## src/rtl/usb_slave_rx_stream_framer.sv

```systemverilog
// rtl/usb_slave_rx_stream_framer.sv - turns line-receiver bytes and events into the tagged PID/data/stop stream
module usb_slave_rx_stream_framer #(
    parameter logic [15:0] TIMEOUT_CYCLES = 16'd1000,
    parameter int          MIN_GAP        = 4
) (
    input  logic       clk,
    input  logic       rst,
    input  logic [7:0] rx_byte,
    input  logic       rx_byte_valid,
    input  logic       rx_sop,
    input  logic       rx_eop,
    input  logic       rx_bitstuff_err,
    input  logic       timeout_en,
    output logic [7:0] rx_data,
    output logic       rx_data_valid,
    output logic [7:0] rx_stream_status,
    output logic       rx_timeout
);
    typedef enum logic [1:0] {IDLE, PAYLOAD, DISCARD, STOP} state_t;

    state_t      state_q, state_d;
    logic [3:0]  pid_q, pid_d;
    logic [15:0] crc_q, crc_d;
    logic        bs_q, bs_d, ovr_q, ovr_d;
    logic        byte_full_q, byte_full_d, stop_full_q, stop_full_d, stop_first_q, stop_first_d;
    logic [7:0]  byte_data_q, byte_data_d, byte_stat_q, byte_stat_d, stop_data_q, stop_data_d;
    logic [7:0]  gap_q, gap_d;
    logic [7:0]  rx_data_q, rx_data_d, rx_status_q, rx_status_d;
    logic        rx_valid_q, rx_valid_d, rx_timeout_q, rx_timeout_d;
    logic [15:0] tcnt_q, tcnt_d;
    logic        fired_q, fired_d;

    logic        byte_push, stop_push, pid_ok, new_pkt;
    logic [7:0]  push_data, push_stat, stop_val;

    // Bits enter LSB first into a left-shifting register; a good packet leaves 16'h800D.
    function automatic logic [15:0] crc16_byte(input logic [15:0] c, input logic [7:0] d);
        logic [15:0] r;
        logic        fb;
        r = c;
        for (int i = 0; i < 8; i++) begin
            fb = d[i] ^ r[15];
            r  = {r[14:0], 1'b0} ^ (fb ? 16'h8005 : 16'h0000);
        end
        return r;
    endfunction

    function automatic logic [7:0] stop_flags(input logic [3:0] pid, input logic [15:0] crc,
                                              input logic bs, input logic ovr);
        logic [7:0] f;
        f    = 8'h00;
        f[0] = (pid[1:0] == 2'b11) && (crc != 16'h800D);
        f[1] = bs;
        f[2] = (pid == 4'hA);
        f[3] = ovr;
        f[5] = (pid == 4'h2);
        f[6] = (pid == 4'hB);
        return f;
    endfunction

    assign pid_ok = (rx_byte[7:4] == ~rx_byte[3:0]);

    always_comb begin
        state_d      = state_q;
        pid_d        = pid_q;
        crc_d        = crc_q;
        bs_d         = bs_q;
        ovr_d        = ovr_q;
        byte_full_d  = byte_full_q;
        byte_data_d  = byte_data_q;
        byte_stat_d  = byte_stat_q;
        stop_full_d  = stop_full_q;
        stop_data_d  = stop_data_q;
        stop_first_d = stop_first_q;
        gap_d        = (gap_q != 8'd0) ? gap_q - 8'd1 : 8'd0;
        rx_data_d    = rx_data_q;
        rx_status_d  = rx_status_q;
        rx_valid_d   = 1'b0;
        byte_push    = 1'b0;
        push_data    = rx_byte;
        push_stat    = 8'd1;
        stop_push    = 1'b0;
        stop_val     = stop_flags(pid_q, crc_q, bs_q, ovr_q);
        new_pkt      = 1'b0;

        case (state_q)
            IDLE:    new_pkt = rx_byte_valid && rx_sop;
            STOP: begin
                stop_push = 1'b1;
                state_d   = IDLE;
                new_pkt   = rx_byte_valid && rx_sop;
            end
            PAYLOAD: begin
                if (rx_byte_valid && rx_sop) begin
                    stop_push = 1'b1;
                    stop_val  = stop_flags(pid_q, crc_q, 1'b1, ovr_q);
                    new_pkt   = 1'b1;
                end else begin
                    if (rx_bitstuff_err) bs_d = 1'b1;
                    if (rx_byte_valid) begin
                        byte_push = 1'b1;
                        if (pid_q[1:0] == 2'b11) crc_d = crc16_byte(crc_q, rx_byte);
                    end
                    if (rx_eop) state_d = STOP;
                end
            end
            DISCARD: if (rx_eop) state_d = IDLE;
            default: state_d = IDLE;
        endcase

        if (new_pkt) begin
            if (pid_ok) begin
                byte_push = 1'b1;
                push_stat = 8'd0;
                pid_d     = rx_byte[3:0];
                bs_d      = 1'b0;
                ovr_d     = 1'b0;
                crc_d     = 16'hFFFF;
                state_d   = PAYLOAD;
            end else begin
                state_d   = DISCARD;
            end
        end

        if (byte_push) begin
            if (byte_full_q) begin
                ovr_d = 1'b1;
            end else begin
                byte_full_d = 1'b1;
                byte_data_d = push_data;
                byte_stat_d = push_stat;
            end
        end
        // A stop that finds the byte slot empty precedes whatever byte lands alongside it (a new PID).
        if (stop_push) begin
            stop_full_d  = 1'b1;
            stop_data_d  = stop_val;
            stop_first_d = !byte_full_q;
        end

        if (gap_q == 8'd0) begin
            if (stop_full_d && (stop_first_d || !byte_full_d)) begin
                rx_valid_d  = 1'b1;
                rx_data_d   = stop_data_d;
                rx_status_d = 8'd2;
                stop_full_d = 1'b0;
                gap_d       = 8'(MIN_GAP - 1);
            end else if (byte_full_d) begin
                rx_valid_d  = 1'b1;
                rx_data_d   = byte_data_d;
                rx_status_d = byte_stat_d;
                byte_full_d = 1'b0;
                gap_d       = 8'(MIN_GAP - 1);
            end
        end
    end

    always_comb begin
        tcnt_d       = tcnt_q;
        fired_d      = fired_q;
        rx_timeout_d = 1'b0;
        if (!timeout_en) begin
            tcnt_d  = 16'd0;
            fired_d = 1'b0;
        end else if (rx_sop) begin
            tcnt_d = 16'd0;
        end else if (!fired_q) begin
            tcnt_d = tcnt_q + 16'd1;
            if (tcnt_d == TIMEOUT_CYCLES) begin
                rx_timeout_d = 1'b1;
                fired_d      = 1'b1;
            end
        end
    end

    always_ff @(posedge clk) begin
        if (rst) begin
            state_q      <= IDLE;
            pid_q        <= 4'd0;
            crc_q        <= 16'hFFFF;
            bs_q         <= 1'b0;
            ovr_q        <= 1'b0;
            byte_full_q  <= 1'b0;
            byte_data_q  <= 8'd0;
            byte_stat_q  <= 8'd0;
            stop_full_q  <= 1'b0;
            stop_data_q  <= 8'd0;
            stop_first_q <= 1'b0;
            gap_q        <= 8'd0;
            rx_data_q    <= 8'd0;
            rx_status_q  <= 8'd0;
            rx_valid_q   <= 1'b0;
            rx_timeout_q <= 1'b0;
            tcnt_q       <= 16'd0;
            fired_q      <= 1'b0;
        end else begin
            state_q      <= state_d;
            pid_q        <= pid_d;
            crc_q        <= crc_d;
            bs_q         <= bs_d;
            ovr_q        <= ovr_d;
            byte_full_q  <= byte_full_d;
            byte_data_q  <= byte_data_d;
            byte_stat_q  <= byte_stat_d;
            stop_full_q  <= stop_full_d;
            stop_data_q  <= stop_data_d;
            stop_first_q <= stop_first_d;
            gap_q        <= gap_d;
            rx_data_q    <= rx_data_d;
            rx_status_q  <= rx_status_d;
            rx_valid_q   <= rx_valid_d;
            rx_timeout_q <= rx_timeout_d;
            tcnt_q       <= tcnt_d;
            fired_q      <= fired_d;
        end
    end

    assign rx_data          = rx_data_q;
    assign rx_data_valid    = rx_valid_q;
    assign rx_stream_status = rx_status_q;
    assign rx_timeout       = rx_timeout_q;
endmodule

```

## config.mk

```make
export PLATFORM = sky130hd
export DESIGN_NAME = usb_slave_rx_stream_framer
export DESIGN_NICKNAME = d
export VERILOG_FILES = /design/src/rtl/usb_slave_rx_stream_framer.sv
export SDC_FILE = /design/constraint.sdc
export NUM_CORES = 1
export LEC_CHECK = 0
export BUFFER_PORTS_ARGS = -buffer_cell sky130_fd_sc_hd__buf_2
export CAP_MARGIN = 15
export CORE_ASPECT_RATIO = 0.75
export CORE_MARGIN = 1.5
export CORE_UTILIZATION = 60
export CTS_BUF_LIST = sky130_fd_sc_hd__clkbuf_2 sky130_fd_sc_hd__clkbuf_4 sky130_fd_sc_hd__clkbuf_8
export CTS_CLUSTER_DIAMETER = 100
export DETAILED_ROUTE_END_ITERATION = 8
export PLACE_DENSITY = 0.8
export SYNTH_ARGS = -nofsm -noshare
export SYNTH_HDL_FRONTEND = slang
export SYNTH_SLANG_ARGS = --single-unit
```

## constraint.sdc

```tcl
create_clock -name clk -period 4.7 [get_ports clk]
set_clock_uncertainty 0.05 [all_clocks]
set_input_delay 0.705 -clock clk [delete_from_list [all_inputs] [get_ports clk]]
set_output_delay 0.705 -clock clk [all_outputs]
set_load 0.01 [all_outputs]
```

; ---- After elaboration in Yosys (flattened, before gate mapping)
; Cells that the tools add are included.
[op_classes]
add_sub_neg = 2
multipliers = 0
div = 0
order_cmp = 0
n_eq_ne = 13
n_shift = 0
mux = 65
bitwise_logic = 19
n_reduce_logical = 19
[ops]
columns = operator, count
row1 = 16-bit two-way mux, 14
row2 = 16-bit XOR, 8
row3 = 8-bit two-way mux, 13
row4 = 1-bit two-way mux, 28
row5 = 16-bit by 1-bit adder with 16-bit output (second input constant), 1
row6 = 16-bit by 10-bit == test with 1-bit output (second input constant), 1
row7 = 16-bit inequality test (second input constant), 1
row8 = 2-bit two-way mux, 7
row9 = 3-bit inequality test (second input constant), 3
row10 = 4-bit == test (second input constant), 2
row11 = 8-bit zero test, 1
row12 = 8-bit nonzero test, 1
row13 = 8-bit by 1-bit subtractor with 8-bit output (second input constant), 1
row14 = 1-bit XOR, 8
row15 = 2-bit == test (second input constant), 3
row16 = 2-bit one-hot mux with 3 select lines, 1
row17 = 2-bit OR reduction, 3
row18 = 4-bit by 2-bit == test with 1-bit output (second input constant), 1
row19 = 4-bit == test, 1
row20 = 4-bit NOT, 1
row21 = 1-bit one-hot mux with 2 select lines, 2
row22 = 2-bit AND reduction, 2
row23 = 4-bit AND reduction, 1
row24 = 4-bit nonzero test, 1
row25 = 9 further kinds, 13
[totals]
register_bits = 94
latch_bits = 0
mem_bits_rw = 0
rom_bits = 0
in_bits = 15
out_inout_bits = 18
mem_count = 0

; ---- Logic depth before layout (Yosys ltp)
[logic_depth]
word_depth = 30
mapped_depth = 10

; ---- Worst setup path after synthesis
; OpenSTA, ideal clock, no wires.
[synth_timing]
kind = register to register
from = reg state_q[1]
to = reg rx_data_q[3], in the netlist rx_data[3]
setup_ps = 117
arrival_time_ps = 2118
slack_ps = 2414
path_stages_with_launch = 10
synth_period_minus_slack_ps = 2286
cell_sequence = dfxtp_1 inv_1 ha_1 clkbuf_2 a31o_2 nor3_1 a21o_1 clkbuf_1 a211oi_1 a32o_1
[synth_via]
elab_chain_cells = 10
word_cells_on_any_way = 21
[synth_lines]
columns = element, line
row1 = from (decl), 21  ; state_t state_q, state_d;
row2 = from (signal assigned), 197  ; state_q <= state_d;
row3 = "2-bit == test, or another cell as far along", 86  ; case (state_q)
row4 = 2-bit OR reduction (no line) / 1-bit two-way mux (equally long branches), -
row5 = 1-bit one-hot mux with 2 select lines / 1-bit two-way mux (equally long branches), "86, 112"
row6 = 1-bit two-way mux, 111  ; if (new_pkt) begin
row7 = 1-bit two-way mux, 125  ; if (byte_push) begin
row8 = 1-bit zero test, 142  ; if (stop_full_d && (stop_first_d || !byte_full_d)) begin
row9 = 1-bit logical OR, 142
row10 = 1-bit logical AND, 142
row11 = 2-bit nonzero test (no line), -
row12 = 2-bit AND reduction (no line), -
row13 = to (signal assigned), 209  ; rx_data_q <= rx_data_d;
row14 = to (decl), 28  ; logic [7:0] rx_data_q, rx_data_d, rx_status_q, rx_status_d;
; Several ways; a longest one is shown, not always the timed one. The select of a mux whose other input is x is not followed.
; A chain may end at the register's enable or synchronous reset.

; ---- Worst setup path after layout
[layout_timing]
from = reg state_q[1]
to = reg rx_status_q[7], in the netlist rx_stream_status[7]
[layout_via]
elab_chain_cells = 10
word_cells_on_any_way = 20
[layout_lines]
columns = element, line
row1 = "2-bit == test, or another cell as far along", 86
row2 = 2-bit OR reduction (no line) / 1-bit two-way mux (equally long branches), -
row3 = 1-bit one-hot mux with 2 select lines / 1-bit two-way mux (equally long branches), "86, 112"
row4 = 1-bit two-way mux, 111
row5 = 1-bit two-way mux, 125
row6 = 1-bit zero test, 142
row7 = 1-bit logical OR, 142
row8 = 1-bit logical AND, 142
row9 = 2-bit nonzero test (no line), -
row10 = 2-bit AND reduction (no line), -
row11 = to (signal assigned), 210  ; rx_status_q <= rx_status_d;
row12 = to (decl), 28
; Several ways; a longest one is shown, not always the timed one. The select of a mux whose other input is x is not followed.

==> flow_summary_export.csv <==
group,metric,value,unit
cells_and_area,multiInputGateArea,2160,sq um
grt,grt_use_total,26.2,%
floorplan,initial_core_util,61.7,%
floorplan,die_x,99.3,um
drt,drt_iter0_drc,247,
clock_tree,clockRootBuffer,"clkbuf_8",
yosys,synth_warnings,0,
timing,fin_ws,1.93,ns
clock_tree,cts_tree,"done",
yosys,ys_seq_elements,94,
yosys,synth.area.top_cells,"dfxtp_1 (45%), xnor2_1 (6.1%), nor2_1 (4.8%)",
drt,wl_per_cell,15.8,um
drt,drtAntennaViolNets,0,
timing,rsz0062_at_grt,"false",
yosys,ys.flop_type,"dfxtp_1",
drt,top_layer,"met4",
cells_and_area,fin_area,4550,sq um
floorplan,die-area,7470,sq um
timing,timing.fmax,361,MHz
cells_and_area,seqCellArea,1880,sq um
yosys,yosys.cell_types.count,56,
placement,gp_congestion,0.826,
drt,dr_wl_met2,4.10,mm
placement,portBuffers,32,
power_and_ir_drop,power_density,412,nW/um^2
drt,wl_met3,610,um
worst_setup_path,cp.required,4.92,ns
drt,met1_length,4.37,mm
worst_setup_path,start_kind,"flop",
drt,drt_wl_total,9.17,mm
power_and_ir_drop,finalPower,1.87,mW
drt,firstDrtPassIters,5,
yosys,ys_top_cells_by_count,"dfxtp_1 (94), nor2_1 (53), nand2_1 (45)",
grt,grt_pass1_vias,3028,
cells_and_area,num_antenna_cells,0,
floorplan,rows,26,
timing,slew_viol_final,0,
yosys,postSynthCellCount,468,
clock_tree,post_cts_resized,0,
cells_and_area,final_nets,512,
yosys,synth_area,4180,sq um
grt,antenna_found_initial,0,
clock_tree,cts_buffers,9,
timing,period_minus_slack,2.77,ns
clock_tree,clockBufferDepth,2,
cells_and_area,area_growth,8.99,%
yosys,synth_edf_count,0,
clock_tree,numClockSinks,94,
clock_tree,hold_buffers,0,
yosys,ys_async_sr_fraction,0,%
worst_hold_path,hp-class,"reg -> reg",
cells_and_area,drive_above_1_share,12.9,%
clock_tree,clk_pin_slew,0.10,ns
worst_setup_path,setup.worst_path.end_class,"flop",
floorplan,io_pins,33,
timing,hold_viol,0,
yosys,yosysMostFrequentCell,"dfxtp_1",
timing,tightest_slew,1.03,ns
yosys,yosys.area.top_type,"dfxtp_1",
grt,grt_overflow,0,
drt,vias,3503,
floorplan,die_height,75.2,um
yosys,seq_area_frac_synth,45.1,%
timing,max_slew_margin,31.0,%
grt,grt_max_degree,40,
floorplan,coreArea,6770,sq um
grt,grt_pass1_wl,15.1,mm
yosys,avgSynthCellArea,8.92,sq um
timing,post-route-period-util,58.9,%
placement,dpl_cell_area,4360,sq um
timing,tns,0,ns
clock_tree,cts_post_setup_buffers_inserted,0,
power_and_ir_drop,leakage,1.80,nW
clock_tree,htreeDepth,3,
worst_setup_path,critPathKind,"reg -> reg",
drt,route.detailed.drc,0,
drt,via_per_inst,6.05,
job,maxCapViolations,0,
cells_and_area,fill_cells,560,
yosys,syn_nets,490,
yosys,synth_top_area_share,45.1,%
placement,dp_hpwl,6.40,mm
outcome,status,"completed",
worst_setup_path,critPathMaxFanout,15,
clock_tree,clock_latency,0.38,ns
power_and_ir_drop,ir_drop,292,uV
placement,post-place-ws,1.79,ns
timing,setup_viol,0,
worst_setup_path,worstPathArrival,2.99,ns
## path summary, 6_finish.rpt
| check | startpoint | slack, ns | endpoint | cells after the start |
|---|---|---|---|---|
| hold / removal | byte_data_q[0] | 0.41 | byte_data_q[0] | 2 |
| setup / recovery | state_q[1] | 1.93 | rx_stream_status[7] | 7 |
| hold reg to reg | byte_data_q[0] | 0.41 | byte_data_q[0] | 2 |
| setup reg to reg | state_q[1] | 1.93 | rx_stream_status[7] | 7 |
## layout by cell type (no fill, tap or decap), types with 14 or more instances in the layout
master and count:
nor2_1 53, xor2_1 18, dfxtp_1 94, o21ai_0 15, xnor2_1 29, buf_2 32, nand3_1 32, nand2_1 45
a21oi_1 22, and3_1 14
## final cells by class
| type | count | area share [%] |
|---|---|---|
| clock buffers | 9 | 2.72 |
| clock inverters | 7 | 1.37 |
| inverters | 12 | 0.990 |
| multi-input cells | 339 | 47.4 |
| flip-flops and latches | 94 | 41.4 |
| well taps | 84 | 2.31 |
| repair buffers | 34 | 3.85 |
## through the flow
stage | utilization, % | cells | hold WS, ns
after floorplan | - | 468 | 0.382
after global placement | 64.4 | 562 | 0.393
after detailed placement | 64.4 | 562 | 0.398
after CTS | 67.1 | 578 | 0.411
after global routing | 67.3 | 579 | 0.433
final | 67.3 | 579 | 0.413
## critical path, stage by stage, from the launching register on
cell and delay (ns):
dfxtp_1 0.44, inv_1 0.07, ha_1 0.27, a31o_2 0.33
nor3_1 0.41, a21o_1 0.53, nor2_1 0.24, a32o_1 0.33
## routing by layer
layer	vias up	global-route usage, %
met2	132	40.0
li1	1704	-
met1	1656	36.9
met4	0	7.67
met5	-	0
met3	11	6.78
## registers in the layout, summed over array words and instances, names as in the netlist, 2 cells and up
signal	flops
gap_q	8
byte_stat_q	8
tcnt_q	16
state_q	2
stop_data_q	8
rx_data	8
rx_stream_status	8
pid_q	4
crc_q	16
byte_data_q	8
## power breakdown
part / switching, mW / leakage (nW) / internal [mW]
Sequential: 0.0487 / 0.760 / 0.857
Clock: 0.315 / 0.0980 / 0.204
Combinational: 0.275 / 0.943 / 0.173
Total: 0.639 / 1.80 / 1.23
## cells by family (layout without fill, tap and decap cells)
logic type               Yosys count  in the layout  synth area share, %
AO/OA/AOI/OAI                     91             91                 15.6
XOR/XNOR                          50             50                 11.4
adder cells (fa/ha/maj)            7              7                 2.10
buffers and inverters             35             62                 3.27
flip-flops                        94             94                 45.1
multiplexers                       6              6                 1.47
AND/OR/NAND/NOR                  185            185                 21.2
Power figures use the tool's default switching activity.
